[src/rtl/fetch_pc_sequencer.sv]
`default_nettype none
// ============================================================================
// Module      : fetch_pc_sequencer
// Description : Fetch PC register with redirect priority, squash window FSM
//               and saturating mispredict counter.
// Revision    : 1.0 - initial release
// ============================================================================
module fetch_pc_sequencer #(
    parameter logic [31:0] RESET_PC     = 32'h0000_0000,
    parameter int unsigned PC_STEP      = 4,
    parameter int unsigned FLUSH_CYCLES = 2
) (
    input  logic        clk,
    input  logic        rst,
    input  logic        stall,
    input  logic        take_new_pc,
    input  logic [31:0] pc_new,
    input  logic        flush_pipeline,
    output logic [31:0] pc_fetch,
    output logic [31:0] pc_next,
    output logic        fetch_valid,
    output logic        squash,
    output logic [1:0]  seq_state,
    output logic [15:0] mispredict_count
);

    typedef enum logic [1:0] {
        ST_BOOT  = 2'd0,
        ST_RUN   = 2'd1,
        ST_FLUSH = 2'd2
    } state_t;

    localparam logic [31:0] c_PC_STEP    = 32'(PC_STEP);
    localparam logic [3:0]  c_FLUSH_LOAD = 4'(FLUSH_CYCLES - 1);

    state_t      r_state;
    state_t      w_state_next;
    logic [31:0] r_pc;
    logic [3:0]  r_cnt;
    logic [3:0]  w_cnt_next;
    logic [15:0] r_mcount;
    logic [15:0] w_mcount_next;
    logic        w_recover;

    // Flush without a redirect is not a recovery; it degrades to no redirect.
    assign w_recover = take_new_pc & flush_pipeline;

    always_ff @(posedge clk or posedge rst) begin
        if (rst) begin
            r_state  <= ST_BOOT;
            r_pc     <= RESET_PC;
            r_cnt    <= 4'd0;
            r_mcount <= 16'd0;
        end else begin
            r_state  <= w_state_next;
            r_pc     <= pc_next;
            r_cnt    <= w_cnt_next;
            r_mcount <= w_mcount_next;
        end
    end

    always_comb begin
        w_state_next  = r_state;
        pc_next       = r_pc;
        w_cnt_next    = r_cnt;
        w_mcount_next = r_mcount;
        case (r_state)
            ST_BOOT: begin
                w_state_next = ST_RUN;
                pc_next      = RESET_PC;
            end
            ST_RUN, ST_FLUSH: begin
                // Recovery redirects win even over stall so they are never lost.
                if (w_recover) begin
                    pc_next      = pc_new;
                    w_state_next = ST_FLUSH;
                    w_cnt_next   = c_FLUSH_LOAD;
                    if (r_mcount != 16'hFFFF) begin
                        w_mcount_next = r_mcount + 16'd1;
                    end
                end else if (!stall) begin
                    pc_next = take_new_pc ? pc_new : (r_pc + c_PC_STEP);
                    if (r_state == ST_FLUSH) begin
                        if (r_cnt == 4'd0) begin
                            w_state_next = ST_RUN;
                        end else begin
                            w_cnt_next = r_cnt - 4'd1;
                        end
                    end
                end
            end
            default: begin
                w_state_next = ST_BOOT;
                pc_next      = RESET_PC;
            end
        endcase
    end

    assign pc_fetch         = r_pc;
    assign fetch_valid      = ((r_state == ST_RUN) || (r_state == ST_FLUSH)) & ~stall;
    assign squash           = (r_state == ST_FLUSH);
    assign seq_state        = r_state;
    assign mispredict_count = r_mcount;

endmodule
`default_nettype wire

[config.mk]
export PLATFORM = sky130hd
export DESIGN_NAME = fetch_pc_sequencer
export DESIGN_NICKNAME = d
export VERILOG_FILES = /design/src/rtl/fetch_pc_sequencer.sv
export SDC_FILE = /design/constraint.sdc
export NUM_CORES = 1
export LEC_CHECK = 0
export ABC_AREA = 1
export BUFFER_PORTS_ARGS = -buffer_cell sky130_fd_sc_hd__buf_2
export CAP_MARGIN = 20
export CORE_MARGIN = 5
export CORE_UTILIZATION = 45
export DETAILED_ROUTE_END_ITERATION = 7
export PLACE_DENSITY = 0.68
export SYNTH_ARGS = -nofsm -noshare
export SYNTH_HDL_FRONTEND = slang
export SYNTH_SLANG_ARGS = --single-unit
[constraint.sdc]
create_clock -name clk -period 5.9 [get_ports clk]
set_clock_uncertainty 0.15 [all_clocks]
set_input_delay 1.18 -clock clk [delete_from_list [all_inputs] [get_ports clk]]
set_output_delay 1.18 -clock clk [all_outputs]
set_load 0.1 [all_outputs]
==> reports/results.tsv <==
stage	metric	value	unit
run_status	status	finished clean	
setup_path	Worst R2R End	mispredict_count[2]	
clock_network	Clock Tree Buf Depth	2	
clock_network	clk slew on worst S/H paths	0.11	ns
placed_design	Place WS	1.079	ns
clock_network	# clock sinks	54	
yosys	Post-synth EDFFs	0	
sta	RSZ-0062 raised after global routing	false	
setup_path	CP Max Fanout	35	
yosys	syn_nets	675	
yosys	Cell Area, Synth	4019	um2
die	Site Rows	34	
die	core area	8721	um2
cells_and_area	Layout area overhead	18.80	%
setup_path	crit path capture	pc_next[6]	
grt	GRT Total Usage	22.49	%
flow_run	max cap viols	0	
die	Die X-Extent	104.5	um
sta	Fin Hold WS	0.4200	ns
placed_design	hpwl dp	9.323	mm
routing	Post-Route WL	12.27	mm
placed_design	gpl congestion	0.8994	
clock_network	cts bufs inserted	5	
yosys	most common cell in the synthesized netlist	nand2_1	
yosys	top cells by count, synth	nand2_1, nor2_1, inv_1	
yosys	Seq cells post-synth	54	
grt	vias in the first global route	4353	
sta	Final min period	4.848	ns
sta	post-route setup TNS	0	ns
cells_and_area	Layout Nets	786	
yosys	Avg Inst Size Synth	6.369	um2
setup_path	CP startpoint kind	primary input	
sta	Worst Tran Pin Value	0.9630	ns
routing	Vias/cell	5.247	
yosys	post-synth top area share	33.62	%
setup_path	Crit. End Element	output pin	
die	Die H	104.5	um
sta	Final Hold Vio Count	0	
setup_path	Req. time, crit path	4.57	ns
routing	drt initial violations	234	
setup_path	Worst Path Arrival	3.52	ns
cells_and_area	number of diodes	0	
sta	final setup violation count	0	
clock_network	H-tree depth	2	
grt	total global routing overflow	0	
setup_path	Reg-to-Reg Start	seq_state[1]	
routing	DRC violations left	0	
clock_network	CTS tree	done	
routing	routed via count	4465	
routing	post-route ant nets	0	
yosys	Synth Instances	631	
setup_path	r2r worst-path depth	9	
setup_path	Critical Path Start	take_new_pc	
yosys	Synth area leaders	dfrtp_1, nand2_1, nor2_1	
grt	global-route wire length before repair	20.76	mm
clock_network	post-CTS setup buffer count	0	
yosys	ys async rst share	100.0	%
hold_path	Hold Path Class	flip-flop to flip-flop	
cells_and_area	Layout Cells excl Fill	851	
sta	final worst slack	1.052	ns
sta	Slew Viols, Final	0	
clock_network	clk_lat worst skew	0.32	ns
yosys	Top FF cell, synth	dfrtp_1	
setup_path	flop-to-flop setup slack	3.33	ns
routing	TritonRoute pass-1 iters	5	
yosys	Yosys cell types	33	
sta	Slew Limit Headroom	35.80	%
sta	Max Clk Rate	206.3	MHz
cells_and_area	layout cells sized above 1	21.27	%
yosys	Yosys warnings	0	
routing	routed length per instance	14.42	um
die	Die Footprint	10920	um2
clock_network	post-CTS sizing	0	
clock_network	Post-CTS Hold Buffers	0	
placed_design	Placed Cells	843	
placed_design	Port Buffer Count	120	
clock_network	CTS Root Cell	clkbuf_8	
yosys	Synth area leader	dfrtp_1	
die	I/O pin total	121	
die	Starting Density	46.08	%
grt	largest net degree at the start of global routing	55	
grt	number of antenna violations at the first check in global routing	0	
yosys	sequential share of the synthesized area	33.62	%
sta	crit share post-route	82.18	%
setup_path	Crit Path Class	primary input to output pin	
## worst max-delay path, cell delays in order
cell and delay [ns]:
buf_2 0.53, nand2_4 0.17, nand2_1 0.66, inv_1 0.35, o311ai_1 0.20, nand2_1 0.10
buf_2 0.31
## layout by cell type, fill, tap and decap left out
cell type and count:
inv_1 56, buf_2 120, xnor2_1 1, inv_2 3, dfrtp_1 54, nor2_2 4
nand3_1 48, nand4_1 5, nor2_4 6, o21ai_1 9, ha_1 7, a21oi_4 1
nand4_2 1, and2_1 2, o211ai_1 1, nor3_1 8, nand2_1 218, xor2_1 10
clkbuf_8 5, xor2_2 1, nor3_2 1, a31oi_1 2, nand3b_1 1, nand2_2 8
inv_6 2, o311ai_1 1, clkinv_4 1, a21oi_1 50, buf_4 3, clkinv_1 1
o31ai_1 1, nand2_4 2, nor2_1 73, o21ai_0 37
## state kept, by name (all words and copies together) (netlist names)
name	cells
r_cnt	4
seq_state	2
pc_fetch	32
mispredict_count	16
## worst min path at each step
| stage | cells past startpoint | endpoint | startpoint | slack, ns |
|---|---|---|---|---|
| 2_1_floorplan | 2 | r_cnt[3] | r_cnt[3] | 0.36 |
| 3_3_place_gp | 2 | pc_fetch[1] | pc_fetch[1] | 0.37 |
| 3_5_place_dp | 2 | pc_fetch[1] | pc_fetch[1] | 0.38 |
| 4_1_cts | 2 | pc_fetch[1] | pc_fetch[1] | 0.42 |
| 5_1_grt | 2 | r_cnt[3] | r_cnt[3] | 0.47 |
| 6_report | 2 | pc_fetch[1] | pc_fetch[1] | 0.42 |
## stage by stage
step	cell area [um2]	util [%]
final	4775	54.75
after global routing	4775	54.75
after CTS	4775	54.75
after detailed placement	4679	53.66
after global placement	4679	53.66
after floorplan	4019	-
## cell type report
cell class,instances,area [um2]
Fill cell,893,3946
Timing Repair Buffer,123,623.1
Sequential cell,54,1351
Clock inverter,3,26.28
Clock buffer,5,68.82
Multi-Input combinational cell,498,2345
Tap cell,108,135.1
Inverter,60,225.2
## kinds of logic (layout without fill, tap and decap cells)
family,Yosys count,count (layout),share of synthesized area [%]
simple gates,377,377,40.04
buf+inv,79,191,8.095
compound gates,102,102,13.26
fa+ha+maj,7,7,2.179
flops,54,54,33.62
xor+xnor,12,12,2.802
## routing by layer
metal | GRT usage, % | vias up | share of wire (%)
li1 | - | 2242 | -
met1 | 31.20 | 2045 | 46
met2 | 36.06 | 166 | 45
met3 | 4.655 | 12 | 7.4
met4 | 5.273 | 0 | 1.2
met5 | 0 | - | 0
Power is left out: the tool's default activity adds up to more than one toggle a clock period on the data nets, which glitch-free logic cannot reach.
